`src/rtl/arbitro_mux8.sv`:
```
// Round-robin 2:1 arbiter for the shared select path: picks one requester, registers its word
// and hands it downstream over a valid/ready handshake.
//
// state  | meaning
// OCIOSO | output register empty, saida_valid=0
// CHEIO  | output register holds an untaken word, saida_valid=1
module arbitro_mux8 #(
    parameter int WIDTH = 8,
    parameter int CNTW  = 8
) (
    input  logic             clk,
    input  logic             rst,
    input  logic             req0,
    input  logic             req1,
    input  logic [WIDTH-1:0] entr0,
    input  logic [WIDTH-1:0] entr1,
    output logic             gnt0,
    output logic             gnt1,
    output logic [WIDTH-1:0] saida,
    output logic             saida_valid,
    input  logic             pronto,
    output logic             sinalt1,
    output logic [CNTW-1:0]  cnt0,
    output logic [CNTW-1:0]  cnt1
);

    typedef enum logic {OCIOSO, CHEIO} estado_t;

    estado_t estado;
    logic    ultimo;
    logic    livre;
    logic    captura;
    logic    escolha;

    // A full register with pronto high drains and refills in the same cycle.
    always_comb begin
        livre   = (estado == OCIOSO) || pronto;
        captura = livre && (req0 || req1) && !rst;
        escolha = req1 && (!req0 || !ultimo);
    end

    assign gnt0        = captura && !escolha;
    assign gnt1        = captura && escolha;
    assign saida_valid = (estado == CHEIO);

    always_ff @(posedge clk) begin
        if (rst) begin
            estado  <= OCIOSO;
            saida   <= '0;
            sinalt1 <= 1'b0;
            ultimo  <= 1'b1;
            cnt0    <= '0;
            cnt1    <= '0;
        end else if (captura) begin
            estado  <= CHEIO;
            saida   <= escolha ? entr1 : entr0;
            sinalt1 <= escolha;
            ultimo  <= escolha;
            if (escolha)
                cnt1 <= cnt1 + 1'b1;
            else
                cnt0 <= cnt0 + 1'b1;
        end else if (estado == CHEIO && pronto) begin
            estado <= OCIOSO;
        end
    end

endmodule
```
`config.mk`:
```
export PLATFORM = sky130hd
export DESIGN_NAME = arbitro_mux8
export DESIGN_NICKNAME = d
export VERILOG_FILES = /design/src/rtl/arbitro_mux8.sv
export SDC_FILE = /design/constraint.sdc
export NUM_CORES = 1
export LEC_CHECK = 0
export ABC_CLOCK_PERIOD_IN_PS = 1500
export BUFFER_PORTS_ARGS = -buffer_cell sky130_fd_sc_hd__buf_2
export CORE_ASPECT_RATIO = 2
export CORE_MARGIN = 2
export CORE_UTILIZATION = 40
export CTS_BUF_LIST = sky130_fd_sc_hd__clkbuf_2 sky130_fd_sc_hd__clkbuf_4 sky130_fd_sc_hd__clkbuf_8
export CTS_CLUSTER_DIAMETER = 60
export CTS_CLUSTER_SIZE = 20
export DETAILED_ROUTE_END_ITERATION = 6
export PLACE_DENSITY = 0.68
export SETUP_SLACK_MARGIN = 0.15
export SLEW_MARGIN = 20
export SYNTH_ARGS = -nofsm -noshare
export SYNTH_HDL_FRONTEND = slang
export SYNTH_SLANG_ARGS = --single-unit
```
`constraint.sdc`:
```
create_clock -name clk -period 1.5 [get_ports clk]
set_input_delay 0.075 -clock clk [delete_from_list [all_inputs] [get_ports clk]]
set_output_delay 0.075 -clock clk [all_outputs]
set_load 0.02 [all_outputs]
```
Yosys cells after proc, flatten, opt, wreduce, memory -nomap -nowiden
Index checks and enable logic that the tools add are counted.
{ "classes": {"mux": 3, "addsub": 2, "bitwise": 2, "reduce_logical": 16} }
{ "op_table": {"columns": ["operator", "n"], "rows": [
  ["8-bit by 1-bit adder with 8-bit output, second input constant", 2],
  ["8-bit two-way mux", 1],
  ["1-bit logical AND", 6],
  ["1-bit logical NOT", 4],
  ["2-bit AND reduction", 2],
  ["1-bit logical OR", 3],
  ["1-bit two-way mux", 2],
  ["1-bit NOT", 2],
  ["2-bit nonzero test", 1]
]} }
{ "totals": {"input_bits": 21, "elab_cells": 29, "out_inout_bits": 28, "regBits": 27} }

Logic depth before layout (Yosys ltp)
{ "logic_depth": {"ltp_word": 5, "ltp_mapped": 6} }

Worst setup path after synthesis
Ideal clock, no wire load.
{ "synth_timing": {"kind": "flip-flop to flip-flop", "from": "register estado, in the netlist saida_valid", "to": "register cnt1[5]", "path_slack_ps": 4, "stages_incl_launch_ff": 6, "required_ps": 1377, "path_buffers": 1, "synth_period_minus_slack_ps": 1496, "arrival_ps": 1372, "cell_sequence": "dfxtp_1 nor2b_4 buf_8 nor4_4 nand4_1 mux2_1"} }
{ "synth_between": {"elab_chain_cells": 5} }
{ "synth_rtl": {"columns": ["item", "line_no", "rtl"], "rows": [
  ["start: declaration", "29", "estado_t estado;"],
  ["start signal: assignment", "48", "estado <= OCIOSO;"],
  ["start signal: assignment", "55", "estado <= CHEIO;"],
  ["start signal: assignment", "64", "estado <= OCIOSO;"],
  ["1-bit NOT", "37", "livre = (estado == OCIOSO) || pronto;"],
  ["1-bit logical OR", "37", null],
  ["1-bit logical AND (2 in a row)", "38", "captura = livre && (req0 || req1) && !rst;"],
  ["2-bit AND reduction (no source line)", null, null],
  ["end signal: assignment", "60", "cnt1 <= cnt1 + 1'b1;"],
  ["end: declaration", "24", "output logic [CNTW-1:0] cnt1"]
]} }
No other way between the ends.
A chain may end at the register's enable or synchronous reset.

Final worst setup path
{ "layout_timing": {"from": "register ultimo", "to": "register saida[5]"} }
{ "layout_between": {"elab_chain_cells": 4} }
{ "layout_rtl": {"columns": ["item", "line_no", "rtl"], "rows": [
  ["start: declaration", "30", "logic ultimo;"],
  ["start signal: assignment", "58", "ultimo <= escolha;"],
  ["1-bit logical NOT", "39", "escolha = req1 && (!req0 || !ultimo);"],
  ["1-bit logical OR", "39", null],
  ["1-bit logical AND", "39", null],
  ["8-bit two-way mux", "56", "saida <= escolha ? entr1 : entr0;"],
  ["end signal: assignment", "56", null],
  ["end: declaration", "19", "output logic [WIDTH-1:0] saida,"]
]} }
No other way between the ends.

==> flow_results.org <==
** Run status
- Result of the run :: finished clean

** Routing
- Summing over every cut layer, the via total after detailed routing is 1200.
- Wires add up to 3250 µm.
- The first detailed-routing pass ran for 6 iterations.
- In the routed design, unresolved DRC markers number 0.
- ANT nets after route :: 0
- DRC violation total after the first TritonRoute iteration :: 28
- In the routed layout, each cell is associated on average with a via count of 5.06.
- In the final routed layout, each cell accounts on average for roughly 14 µm.

** Floorplanning
- In this run the count of I/O pins placed on the die edge is 49.
- After floorplanning, the core was sized to cover 0.00308 mm².
- Die Area :: 0.00366 mm²
- # rows :: 29
- The floorplan step set the die width to 43.8 µm.
- Vertical die dimension :: around 84 µm
- The initial utilization of the core area, before any placement, comes to about two fifths.

** Synthesis
- Synthesized net count :: 153
- A synthesized cell averages 9.75 µm².
- In the synthesized netlist the dominant register cell turns out to be sky130_fd_sc_hd__dfxtp_1.
- Post-synthesis sequential area ratio :: 42.6%
- In the synthesized netlist the async set-or-reset flop fraction comes to 0%.
- Number of library cell types mapped by synthesis :: 34
- In this run the cell area of the synthesized design comes to about 0.0013 mm².
- In this run, synthesis inferred 0 flip-flops with an integrated enable.
- Synth warnings :: 0
- Gate Count Post-Synth :: 130
- Number of flip-flops and latches in the synthesized netlist :: 27

** Power
- After layout, the design draws a total of approximately 1.5 mW.
- For this design the total switching power over the nets is 0.396 mW.
- PwrDens :: 763 mW/mm²
- Cell-internal power :: between 1 and 1.5 mW
- Share of power burned in registers :: between 50% and 60%
- Worst vdd rail ir drop :: about 770 µV
- Combinational group share of total power :: 19.5%
- Leakage component of the power :: 0.939 nW
- Net switching is 27.0% of the power.
- Clock Power Share :: 28.1%

** Clock tree
- The longest clock path from root to sink contains 2 buffers.
- Clock slew at reported path FFs :: 0.10 ns
- CTS placed an instance of sky130_fd_sc_hd__clkbuf_8 at the clock tree root.
- Number of clock sinks seen by CTS :: 27
- In this run the number of H-tree levels came out at 1.
- Clock buffers created by TritonCTS :: 3
- TritonCTS built the clock tree.
- Clock latency on the worst-skew pair :: roughly 0.27 ns

** Setup path
- Logic depth of the worst register-to-register path :: 6
- Launching element type of the critical path :: flop
- Critical path endpoint category :: flop
- For the worst setup path, the data arrival time is 1.64 ns.
- Data on the critical path is required at its endpoint by 1.67 ns.
- Crit-path max cell delay :: 0.35 ns
- In this run the critical register-to-register path is captured at saida[5]$_SDFFE_PP0P_.
- By instance count, the cell type seen most on the critical path is sky130_fd_sc_hd__buf_6.
- Across all register-to-register paths, the minimum setup slack is between 0.02 and 0.03 ns.
- Of all nets on the critical path, the largest fanout is 4.
- RR Startpoint :: ultimo$_SDFFE_PP1P_
- Cell with the largest stage delay on the worst path :: sky130_fd_sc_hd__dfxtp_2
- Ordered cell list for the critical path :: and2b_4 -> nor4b_4 -> buf_6 -> buf_6 -> a222oi_1 -> nor2_1
- The critical path in this run is classified as flop to flop.

** Global routing
- The first global-routing pass estimated about 4900 µm of wire.
- Entering global routing, the biggest net connects 16 pins.
- Number of antenna violations at the first check in global routing :: 0
- GRT overflow :: 0
- Number of global-route vias before repair :: 1115
- Global-route usage over all layers :: 17.3%

** STA
- RSZ-0062 raised after global routing :: true
- Fin. max-slew vios :: 0
- Slew headroom :: 78.5%
- Max Clock Freq :: 0.679 GHz
- Shortest clock period the worst path allows after layout :: around 1.5 ns
- Max Clock Skew :: about 0.0089 ns
- Final hold violation count :: 0
- For the pin with the worst max-slew slack, the measured transition is 0.319 ns.
- Setup violations remaining at the end of the flow were counted as 0.
- The worst path uses 98.2% of the clock period.

** Finish
- In the layout the commonest cells are sky130_fd_sc_hd__buf_2 (46), sky130_fd_sc_hd__buf_4 (20), sky130_fd_sc_hd__nand2_1 (19).
- The filler cells instantiated in the layout total 264.
- Across the whole layout, storage elements account for approximately 560 µm².
- The repair_antennas step left the layout with diodes totalling 0.
- After routing the design area is 0.00192 mm².
- Final core utilization :: 62.4%
- Of the cells placed in the final design, the portion with a size suffix greater than 1 is 52.4%.
- Area added between synthesis and finish :: 51.8%
- Non-filler instance count after layout :: 237
- Most common cell after layout, fill and taps aside :: sky130_fd_sc_hd__buf_2
- The multi-input combinational cells in the finished layout cover a total of 754 µm².
- Final layout net count :: 230

** Flow run
- Number of maximum-capacitance violations :: 0

** Worst hold path
- Startpoint of the tightest hold check path :: entr0[0]
- Worst Hold Depth :: 3
- For hold timing, the worst endpoint is saida[0]$_SDFFE_PP0P_.
- Class of the tightest hold or removal check :: input pin to flop

** Placement
- The wire-length estimate of the detail-placed layout is 2040 µm.
- Post-Place Cell Area :: 0.00154 mm²
- Routability-driven placement finished with a final weighted congestion of 0.713.
- DP Cell Count :: approximately 210
- Buffers on Ports :: 48
## metrics by stage
step	TNS [ns]	hold slack [ns]	worst slack (ns)
after floorplan	0	0.174	0.131
after global placement	0	0.258	0.126
after detailed placement	0	0.264	0.0564
after CTS	0	0.0192	0.0501
after global routing	-0.0330	0.0289	-0.0181
final	0	0.0207	0.0263
## how the worst max path moves through the flow
stage	start	cells past startpoint	slack (ns)	to
3_5_place_dp	ultimo$_SDFFE_PP1P_	4	0.06	cnt1[5]$_SDFFE_PP0P_
5_1_grt	ultimo$_SDFFE_PP1P_	4	-0.02	cnt1[5]$_SDFFE_PP0P_
4_1_cts	ultimo$_SDFFE_PP1P_	4	0.05	gnt0
6_report	ultimo$_SDFFE_PP1P_	6	0.03	saida[5]$_SDFFE_PP0P_
3_3_place_gp	ultimo$_SDFFE_PP1P_	3	0.13	cnt0[7]$_SDFFE_PP0P_
2_1_floorplan	saida_valid$_SDFFE_PP0P_	6	0.13	cnt1[2]$_SDFFE_PP0P_
## routing by layer
layer / part of all wire [%] / GRT usage [%] / wire length, µm / up-vias
li1: - / - / - / 605
met1: 40 / 21.5 / 1300 / 556
met2: 55 / 28.6 / 1790 / 35
met3: 3.9 / 2.38 / 127 / 4
met4: 1.0 / 7.16 / 34 / 0
met5: 0 / 0 / 0 / -
## final cells by class
cell class / count / share of cell area (%)
inverters: 1 / 0.195
flip-flops and latches: 27 / 29.0
clock buffers: 3 / 2.15
repair buffers: 79 / 27.2
clock inverters: 1 / 0.260
well taps: 31 / 2.02
multi-input cells: 95 / 39.2
## synthesized netlist by cell type, types with 2 or more instances
cell type	n	area [µm²]
sky130_fd_sc_hd__ha_1	2	25.0
sky130_fd_sc_hd__and2b_2	2	17.5
sky130_fd_sc_hd__nor2b_1	2	12.5
sky130_fd_sc_hd__mux2i_1	5	50.1
sky130_fd_sc_hd__nor2_1	13	48.8
sky130_fd_sc_hd__clkbuf_1	2	7.51
sky130_fd_sc_hd__nand2_1	20	75.1
sky130_fd_sc_hd__nor4_4	2	42.5
sky130_fd_sc_hd__dfxtp_1	27	541
sky130_fd_sc_hd__nand3_1	5	25.0
sky130_fd_sc_hd__a22oi_1	6	45.0
sky130_fd_sc_hd__a222oi_1	2	20.0
sky130_fd_sc_hd__mux2_2	2	22.5
sky130_fd_sc_hd__nand2b_1	7	43.8
sky130_fd_sc_hd__o21ai_0	3	15.0
sky130_fd_sc_hd__and4_1	2	17.5
sky130_fd_sc_hd__xnor2_1	6	52.6
sky130_fd_sc_hd__buf_6	2	22.5
sky130_fd_sc_hd__buf_4	2	15.0
sky130_fd_sc_hd__nor3_1	2	10.0
sky130_fd_sc_hd__a21oi_1	3	15.0
## power groups by stage
stage / registers, mW / clock network (mW) / logic [mW]
final: 0.770 / 0.412 / 0.286
after CTS: 0.767 / 0.424 / 0.259
after floorplan: 0.820 / 0 / 0.108
after global placement: 0.786 / 0 / 0.214
after detailed placement: 0.787 / 0 / 0.217
after global routing: 0.773 / 0.453 / 0.306
## state kept, by name, summed over array words and instances, names as in the netlist
signal / cells
cnt0: 8
saida_valid: 1
ultimo: 1
sinalt1: 1
saida: 8
cnt1: 8
## repair_timing
item,in CTS,in global routing
buffers inserted,11,8
pin swaps,6,11
endpoints found under the setup margin,10,21
hold endpoints to repair,6,0
hold buffers,6,0
resized for setup,10,21
## worst max-delay path, delay by kind of cell, from the launching register on
kind	cells	cell delay, ns
AOI/OAI and AO/OA	1	0.35
buffers and inverters	2	0.25
DFF	1	0.35
and+or+nand+nor	3	0.42
## cell families (layout without fill, tap and decap cells)
group | after synthesis | in the layout | share of synthesized area, %
XOR/XNOR | 6 | 6 | 4.15
buffers and inverters | 8 | 84 | 5.03
flip-flops | 27 | 27 | 42.6
multiplexers | 8 | 8 | 6.61
adder cells (fa/ha/maj) | 2 | 2 | 1.97
AO/OA/AOI/OAI | 17 | 17 | 9.67
AND/OR/NAND/NOR | 62 | 62 | 29.9
(Power assumes the default switching activity.)
